$ cat config.mk
export PLATFORM = sky130hd
export DESIGN_NAME = md5_block_engine
export DESIGN_NICKNAME = d
export VERILOG_FILES = /design/src/rtl/md5_block_engine.sv
export SDC_FILE = /design/constraint.sdc
export NUM_CORES = 2
export LEC_CHECK = 0
export BUFFER_PORTS_ARGS = -buffer_cell sky130_fd_sc_hd__buf_2
export CORE_MARGIN = 3
export CORE_UTILIZATION = 54
export CTS_BUF_LIST = sky130_fd_sc_hd__clkbuf_8
export DETAILED_ROUTE_END_ITERATION = 6
export GPL_TIMING_DRIVEN = 1
export PLACE_DENSITY = 0.79
export SLEW_MARGIN = 10
export SYNTH_ARGS = -nofsm -noshare
export SYNTH_HDL_FRONTEND = slang
export SYNTH_SLANG_ARGS = --single-unit
$ cat constraint.sdc
create_clock -name clk -period 11.5 [get_ports clk]
set_input_delay 0 -clock clk [delete_from_list [all_inputs] [get_ports clk]]
set_output_delay 0 -clock clk [all_outputs]
set_load 0.01 [all_outputs]
$ cat src/rtl/md5_block_engine.sv
// md5_block_engine: iterative MD5 compression of one 512-bit block, STEPS_PER_CYCLE steps per clock,
// with chaining via h_in and valid/ready handshakes on both sides.
module md5_block_engine #(
    parameter int STEPS_PER_CYCLE = 1,
    parameter bit SWAP_ENDIAN     = 1'b1
) (
    input  logic         clk,
    input  logic         reset,
    input  logic         in_valid,
    output logic         in_ready,
    input  logic [511:0] in_msg,
    input  logic         in_init,
    input  logic [127:0] h_in,
    output logic         out_valid,
    input  logic         out_ready,
    output logic [127:0] out_digest,
    output logic         busy
);
    if (STEPS_PER_CYCLE != 1 && STEPS_PER_CYCLE != 2 && STEPS_PER_CYCLE != 4) begin : g_bad_spc
        $error("STEPS_PER_CYCLE must be 1, 2 or 4");
    end

    localparam logic [127:0] IV = 128'h67452301_efcdab89_98badcfe_10325476;
    localparam logic [31:0] K [64] = '{
        32'hd76aa478, 32'he8c7b756, 32'h242070db, 32'hc1bdceee, 32'hf57c0faf, 32'h4787c62a, 32'ha8304613, 32'hfd469501,
        32'h698098d8, 32'h8b44f7af, 32'hffff5bb1, 32'h895cd7be, 32'h6b901122, 32'hfd987193, 32'ha679438e, 32'h49b40821,
        32'hf61e2562, 32'hc040b340, 32'h265e5a51, 32'he9b6c7aa, 32'hd62f105d, 32'h02441453, 32'hd8a1e681, 32'he7d3fbc8,
        32'h21e1cde6, 32'hc33707d6, 32'hf4d50d87, 32'h455a14ed, 32'ha9e3e905, 32'hfcefa3f8, 32'h676f02d9, 32'h8d2a4c8a,
        32'hfffa3942, 32'h8771f681, 32'h6d9d6122, 32'hfde5380c, 32'ha4beea44, 32'h4bdecfa9, 32'hf6bb4b60, 32'hbebfbc70,
        32'h289b7ec6, 32'heaa127fa, 32'hd4ef3085, 32'h04881d05, 32'hd9d4d039, 32'he6db99e5, 32'h1fa27cf8, 32'hc4ac5665,
        32'hf4292244, 32'h432aff97, 32'hab9423a7, 32'hfc93a039, 32'h655b59c3, 32'h8f0ccc92, 32'hffeff47d, 32'h85845dd1,
        32'h6fa87e4f, 32'hfe2ce6e0, 32'ha3014314, 32'h4e0811a1, 32'hf7537e82, 32'hbd3af235, 32'h2ad7d2bb, 32'heb86d391
    };
    // Rotate amounts repeat every four steps within a round: index by {round, step%4}.
    localparam logic [4:0] S_TAB [16] = '{
        5'd7, 5'd12, 5'd17, 5'd22, 5'd5, 5'd9, 5'd14, 5'd20,
        5'd4, 5'd11, 5'd16, 5'd23, 5'd6, 5'd10, 5'd15, 5'd21
    };

    typedef enum logic [1:0] {IDLE, RUN, FINAL, HOLD} state_t;

    state_t       state_q, state_d;
    logic [5:0]   step_q, step_d;
    logic [127:0] abcd_q, abcd_d;
    logic [127:0] iv_q, iv_d;
    logic [127:0] digest_q, digest_d;
    logic [31:0]  m_q [16];
    logic [31:0]  m_d [16];
    logic [127:0] st;

    function automatic logic [31:0] bsw(input logic [31:0] w);
        return SWAP_ENDIAN ? {w[7:0], w[15:8], w[23:16], w[31:24]} : w;
    endfunction

    function automatic logic [127:0] bsw4(input logic [127:0] x);
        return {bsw(x[127:96]), bsw(x[95:64]), bsw(x[63:32]), bsw(x[31:0])};
    endfunction

    function automatic logic [3:0] msg_idx(input logic [5:0] i);
        logic [3:0] j;
        j = i[3:0];
        return i[5:4] == 2'd0 ? j : i[5:4] == 2'd1 ? j * 4'd5 + 4'd1 : i[5:4] == 2'd2 ? j * 4'd3 + 4'd5 : j * 4'd7;
    endfunction

    function automatic logic [127:0] md5_step(input logic [127:0] s_in, input logic [5:0] i, input logic [31:0] m);
        logic [31:0] a, b, c, d, f, x;
        logic [4:0]  s;
        {a, b, c, d} = s_in;
        f = i[5:4] == 2'd0 ? (b & c) | (~b & d) :
            i[5:4] == 2'd1 ? (d & b) | (~d & c) :
            i[5:4] == 2'd2 ? b ^ c ^ d : c ^ (b | ~d);
        x = a + f + K[i] + m;
        s = S_TAB[{i[5:4], i[1:0]}];
        return {d, b + ((x << s) | (x >> (6'd32 - {1'b0, s}))), b, c};
    endfunction

    always_comb begin
        st = abcd_q;
        for (int k = 0; k < STEPS_PER_CYCLE; k++)
            st = md5_step(st, step_q + 6'(k), m_q[msg_idx(step_q + 6'(k))]);
    end

    always_comb begin
        state_d  = state_q;
        step_d   = step_q;
        abcd_d   = abcd_q;
        iv_d     = iv_q;
        m_d      = m_q;
        digest_d = digest_q;
        case (state_q)
            IDLE: if (in_valid) begin
                state_d = RUN;
                step_d  = '0;
                for (int j = 0; j < 16; j++) m_d[j] = bsw(in_msg[32*(15-j) +: 32]);
                iv_d    = in_init ? IV : bsw4(h_in);
                abcd_d  = in_init ? IV : bsw4(h_in);
            end
            RUN: begin
                abcd_d  = st;
                step_d  = step_q + 6'(STEPS_PER_CYCLE);
                state_d = step_q == 6'(64 - STEPS_PER_CYCLE) ? FINAL : RUN;
            end
            FINAL: begin
                digest_d = bsw4({iv_q[127:96] + abcd_q[127:96], iv_q[95:64] + abcd_q[95:64],
                                 iv_q[63:32] + abcd_q[63:32], iv_q[31:0] + abcd_q[31:0]});
                state_d  = HOLD;
            end
            HOLD: state_d = out_ready ? IDLE : HOLD;
            default: state_d = IDLE;
        endcase
    end

    always_ff @(posedge clk) begin
        if (reset) begin
            state_q  <= IDLE;
            step_q   <= '0;
            abcd_q   <= '0;
            iv_q     <= '0;
            digest_q <= '0;
            m_q      <= '{default: '0};
        end else begin
            state_q  <= state_d;
            step_q   <= step_d;
            abcd_q   <= abcd_d;
            iv_q     <= iv_d;
            digest_q <= digest_d;
            m_q      <= m_d;
        end
    end

    assign in_ready   = state_q == IDLE;
    assign busy       = state_q != IDLE;
    assign out_valid  = state_q == HOLD;
    assign out_digest = digest_q;
endmodule

==> run summary, run 1 <==
The total track usage came out at 0.7617. The floorplan step set the die width to 325.1 µm. The post-CTS resize count is 0. The flow did not finish. Post-CTS timing repair inserted 0 buffers for setup. The number of H-tree levels is 4.

The final global-route overflow total is 259. The wire length of the first global-routing pass came out at 592,000 µm. The synthesized netlist net count came out at 8,327. The instance count of the mapped netlist came out at 7,386. The number of ports placed on the die boundary is 776. During synthesis, Yosys emitted a total of 0 warnings. After synthesis, the cell types taking the most area are sky130_fd_sc_hd__dfxtp_1 33%, sky130_fd_sc_hd__nand2_1 12%, sky130_fd_sc_hd__a21oi_1 11%.

The via count of the first global-routing pass is 81,063. The top-area cell type share of the netlist area is 0.3291. The tree is rooted in a sky130_fd_sc_hd__clkbuf_8. The number of distinct library cells after synthesis came out at 85. The count of clock tree sinks is 904. The first error in the log reads "[ERROR GRT-0116] Global routing finished with congestion. Check the congestion regions in the DRC Viewer". The proportion of register bits with asynchronous set or reset after synthesis is 0.

The largest net degree at the start of global routing came out at 231. The number of enable-type register cells in the synthesized netlist came out at 0. The stage where the flow stopped is global routing. The effective utilization at floorplan came out at 0.5467. The share of the yosys chip area belonging to registers came out at 0.3291. The clock passes through at most 3 buffers. The number of CTS-inserted buffers is 153. The number of buffers inserted by hold repair at cts came out at 1,287. The half-perimeter wire length of the detailed placement result came out at 180,100 µm. Among all flip-flop cells after synthesis, the most frequent one is sky130_fd_sc_hd__dfxtp_1. The number of I/O port buffers came out at 775. In this run the cell area of the synthesized design comes to 54,990 µm². The floorplan has 116 rows.

The floorplan die height came out at 325.1 µm. The largest total area in the synthesized netlist belongs to sky130_fd_sc_hd__dfxtp_1. The synthesized flop and latch total came out at 904.

At the end of routability-driven placement, the weighted congestion stood at 1.057. Averaged over all synthesized cells, the footprint is 7.445 µm².
cells in the mapped netlist (all sizes together), types with 10 or more instances:
master	count
nand2	1734
a21oi	1161
dfxtp	904
clkbuf	489
nor2	311
o21ai	286
a211oi	282
ha	224
mux2i	197
inv	193
nor3	154
nor2b	150
xnor2	118
a21o	110
a31oi	104
xor2	83
buf	81
fa	72
nand3	59
a22oi	55
a221oi	52
o22ai	49
nand2b	43
o221ai	35
and2	32
o21a	30
a22o	29
or3	28
o211ai	27
o21bai	23
o31ai	23
and3	20
mux4	16
nand4	16
a211o	15
a21boi	14
a2111oi	13
or2	13
a311oi	11
mux2	10
metrics by stage:
| step | area (µm²) | setup WS [ps] | instances | util | hold WS (ps) |
|---|---|---|---|---|---|
| floorplan | 54990 | 844.0 | 7386 | - | 136.0 |
| global placement | 60530 | 704.6 | 9190 | 0.6018 | 241.9 |
| detailed placement | 60530 | 624.5 | 9190 | 0.6018 | 246.0 |
| CTS | 76500 | 523.4 | 10741 | 0.7606 | 1.541 |
per-layer routing:
metal,overflow,global-route usage
met3,30,0.6653
met2,113,0.8873
met4,91,0.6847
met1,21,0.7827
met5,4,0.3537
logic make-up after synthesis:
kind of cell             share of synthesized area
multiplexers                               0.04446
adder cells (fa/ha/maj)                    0.07718
AND/OR/NAND/NOR                             0.1963
AO/OA/AOI/OAI                               0.2672
XOR/XNOR                                   0.03299
buffers and inverters                      0.05274
flip-flops                                  0.3291
==> run 2, diff against run 1 <==
--- a/config.mk
+++ b/config.mk
@@ -7,11 +7,10 @@
 export LEC_CHECK = 0
 export BUFFER_PORTS_ARGS = -buffer_cell sky130_fd_sc_hd__buf_2
 export CORE_MARGIN = 3
-export CORE_UTILIZATION = 54
-export CTS_BUF_LIST = sky130_fd_sc_hd__clkbuf_8
+export CORE_UTILIZATION = 40
 export DETAILED_ROUTE_END_ITERATION = 6
 export GPL_TIMING_DRIVEN = 1
-export PLACE_DENSITY = 0.79
+export PLACE_DENSITY_LB_ADDON = 0.15
 export SLEW_MARGIN = 10
 export SYNTH_ARGS = -nofsm -noshare
 export SYNTH_HDL_FRONTEND = slang
==> constraint.sdc (replaced) <==
create_clock -name clk -period 15 [get_ports clk]
set_input_delay 0 -clock clk [delete_from_list [all_inputs] [get_ports clk]]
set_output_delay 0 -clock clk [all_outputs]
set_load 0.01 [all_outputs]
==> run 2 against run 1 <==
Effect of this change:
- the run now ends clean
- synthesized cell count unchanged
- area after synthesis unchanged
==> run summary, run 2 <==
The run finished with clean final reports. The highest attainable clock frequency is 84.93 MHz. The static power due to leakage came out at 30.05 nW. The worst path setup slack after routing came out at 3226 ps. The arrival time of data at the critical path endpoint came out at 12,440 ps. The cell with the largest stage delay on the worst path is sky130_fd_sc_hd__a21oi_4. The floorplan step defined a core boundary enclosing 136,000 µm².

The count of clock tree sinks came to 904 (unchanged). The synthesized flop and latch total is 904 (unchanged). The clock skew after layout came out at 41.08 ps. The transition time at the pin with the least slew margin came out at 1191 ps. The proportion of register bits with asynchronous set or reset after synthesis came out at 0 (unchanged). The number of violations of the max-capacitance limit came out at 0.

The half-perimeter wire length of the detailed placement result is 198,500 µm (+10%). The number of CTS-inserted buffers is 102 (-33%). Setup repair after global routing left no endpoint under its margin. The maximum count of clock buffers along a single path came out at 3 (unchanged).

The worst slew margin relative to its limit came out at 0.2008. The worst setup path is launched from a flop. In the layout the commonest cells are 1,733 x sky130_fd_sc_hd__nand2_1, 1,159 x sky130_fd_sc_hd__a21oi_1, 900 x sky130_fd_sc_hd__dfxtp_1, 785 x sky130_fd_sc_hd__dlygate4sd3_1, 774 x sky130_fd_sc_hd__buf_2. The critical path's top delay family is compound AO/OA/AOI/OAI gates. The chip width came out at 376.8 µm (+16%). Entering global routing, the biggest net connects 221 pins. The worst-case setup slack after placement came out at 3265 ps (+2640 ps).

The critical path is of the reg2reg type. The clock latency at the later pin of the worst-skew pair is 750 ps. The floorplan die height is 376.8 µm (+16%).

The largest vdd supply drop is 0.09614 mV. The area used by multi-input combinational logic came out at 34,120 µm². The layout cell share with drive strength beyond 1 came out at 0.1300. The required arrival time at the worst endpoint is 15,670 ps. In this run the remaining antenna-violating nets after routing total 0.

In the post-synthesis netlist, the cell with the most instances is sky130_fd_sc_hd__nand2_1. For hold timing, the worst endpoint is m_q[214]$_SDFFE_PP0P_. The instance count of the mapped netlist came to 7,386 (unchanged).

The via count of the first global-routing pass came out at 58,738. The number of endpoints with negative hold slack in the final report came to 0. The post-synthesis to final-layout area growth is 29.85%. The share of the yosys chip area belonging to registers was 0.3291 (unchanged).

The final global-route overflow total is 0. The endpoint class of the critical path is a flop. The total track usage is 0.3673. The final design area excluding fillers came out at 71,400 µm². The number of I/O port buffers came to 775 (unchanged).

The most numerous cell on the critical path is sky130_fd_sc_hd__a21oi_1. The final worst-path cycle share came out at 0.7850. Leaving out fill and tap cells, the most frequent cell in the layout is sky130_fd_sc_hd__nand2_1. The number of distinct library cells after synthesis is 85 (unchanged). The worst hold path begins at in_msg[206]. The maximum single-stage delay on the critical path came out at 770 ps.

The number of core rows came out at 135 (+16%). The starting DRC count in detailed routing came out at 6,627. The count of synthesis-stage warnings from yosys came out at 0 (unchanged). The post-detailed-route via-to-cell ratio came out at 5.872.

The mean post-synth cell area came out at 7.445 µm² (unchanged). The number of iterations in the first detailed-routing pass came out at 6. The cell depth of the worst min-delay path is 4. The most used flip-flop cell after synthesis is sky130_fd_sc_hd__dfxtp_1. The commonest cells after synthesis are 1,734 x sky130_fd_sc_hd__nand2_1, 1,160 x sky130_fd_sc_hd__a21oi_1, 904 x sky130_fd_sc_hd__dfxtp_1. For this design the ratio of total power to cell area is 127.6 nW/µm². The routed via count is 61,366.

The sum of negative setup slack is 0 ps. The maximum net fanout on the critical path is 82. The flip-flop count of the largest register after layout is 512. The final worst hold slack came out at 42.30 ps. The post-place instance area came out at 59,970 µm² (-0.93%).

The largest total area in the synthesized netlist belongs to sky130_fd_sc_hd__dfxtp_1. For this block, the routed nets add up to 271,100 µm of wire. The post-CTS resize count is 0 (unchanged). Setup violations remaining at the end of the flow were counted as 0. The number of H-tree levels is 3 (-1). TritonCTS built the clock tree.

The register bank with the most flops is m_q. The number of pins with negative max-slew slack in the final report is 0. In this run the register-to-register setup slack is 3230 ps. The count of buffering cells on the critical path with inverters included is 5. The clock period minus final worst setup slack came out at 11,770 ps.

Clock-pin slew was measured on the worst setup and hold paths at 60 ps. The number of enable-type register cells in the synthesized netlist came out at 0 (unchanged). The number of antenna violations at the first check in global routing came out at 15. The synthesized netlist net count is 8,327 (unchanged).

The number of nets in the layout came out at 9,523. The die footprint came out at 142,000 µm². The worst register-to-register path ends at abcd_q[95]$_SDFFE_PP0P_. The number of ports placed on the die boundary is 776 (unchanged).

The path class of the lowest-slack min-delay path is in2reg. The worst register-to-register path begins at step_q[1]$_SDFFE_PP0P_. The effective utilization at floorplan is 0.4044 (-0.1423). After synthesis, the cell types taking the most area are sky130_fd_sc_hd__dfxtp_1 33%, sky130_fd_sc_hd__nand2_1 12%, sky130_fd_sc_hd__a21oi_1 11%. The buffer type at the clock tree root is sky130_fd_sc_hd__clkbuf_16. The worst register-to-register path has a depth of 38. The depth of the critical timing path with buffers and inverters included came out at 38. The weighted congestion reported at the end of routability-driven placement was 0.9721 (-8.0%). The top-area cell type share of the netlist area came out at 0.3291 (unchanged). The area of the mapped netlist came to 54,990 µm² (unchanged). The number of inserted filler cells in the final layout is 12,833.

The storage element area came out at 18,110 µm². The first global-routing pass estimated 390,300 µm of wire. The routed length per instance came out at 25.94 µm. The remaining routing DRC violations came out at 0.
-- run 2: per-layer routing --
layer	vias to the layer above	GRT usage	part of all wire
li1	28284	-	-
met1	29366	0.4602	0.40
met2	2987	0.5871	0.45
met3	719	0.05699	0.073
met4	10	0.2385	0.074
met5	-	0	0.00023
-- run 2: stage by stage --
stage | util | instances | total power, W
2_1_floorplan | - | 7386 | 0.004949
3_3_place_gp | 0.4410 | 9474 | 0.006199
3_5_place_dp | 0.4410 | 9474 | 0.006200
4_1_cts | 0.5250 | 10443 | 0.009035
5_1_grt | 0.5251 | 10448 | 0.009509
6_report | 0.5251 | 10451 | 0.009114
-- run 2: power breakdown --
part           switching [W]  internal [W]  total [W]
registers           0.000224       0.00256    0.00278
clock network        0.00112       0.00157    0.00269
logic                0.00226       0.00138    0.00365
-- run 2: final cells by class --
class / instances / share of cell area
clock inverter: 38 / 0.007605
sequential: 904 / 0.2536
clock buffer: 146 / 0.04218
inverter: 196 / 0.01030
tap: 1781 / 0.03121
multi-input combinational: 5716 / 0.4778
antenna: 8 / 0.0002804
timing repair buffer: 1662 / 0.1770
-- run 2: logic make-up after synthesis --
| family | after synthesis | synth area share |
|---|---|---|
| XOR/XNOR | 203 | 0.03299 |
| AND/OR/NAND/NOR | 2582 | 0.1963 |
| AO/OA/AOI/OAI | 2412 | 0.2672 |
| adder cells (fa/ha/maj) | 296 | 0.07718 |
| flip-flops | 904 | 0.3291 |
| multiplexers | 223 | 0.04446 |
| buffers and inverters | 766 | 0.05274 |
-- run 2: how the worst max path moves through the flow --
stage                              end                    from
2_1_floorplan  abcd_q[92]$_SDFFE_PP0P_  step_q[2]$_SDFFE_PP0P_
3_3_place_gp   abcd_q[92]$_SDFFE_PP0P_  step_q[1]$_SDFFE_PP0P_
3_5_place_dp   abcd_q[92]$_SDFFE_PP0P_  step_q[1]$_SDFFE_PP0P_
4_1_cts        abcd_q[92]$_SDFFE_PP0P_  step_q[1]$_SDFFE_PP0P_
5_1_grt        abcd_q[92]$_SDFFE_PP0P_  step_q[1]$_SDFFE_PP0P_
6_report       abcd_q[95]$_SDFFE_PP0P_  step_q[1]$_SDFFE_PP0P_
-- run 2: repair_timing --
action / in CTS / in global routing
hold endpoints to repair: 772 / 0
setup buffers: 0 / 0
hold buffers: 785 / 0
-- run 2: worst min-delay path: cells and delay by family --
family	cells	cell delay (ps)
buffers and inverters	2	640
and+or+nand+nor	1	50
AOI/OAI and AO/OA	1	50
Note: power is estimated with default switching activity, not from simulation.
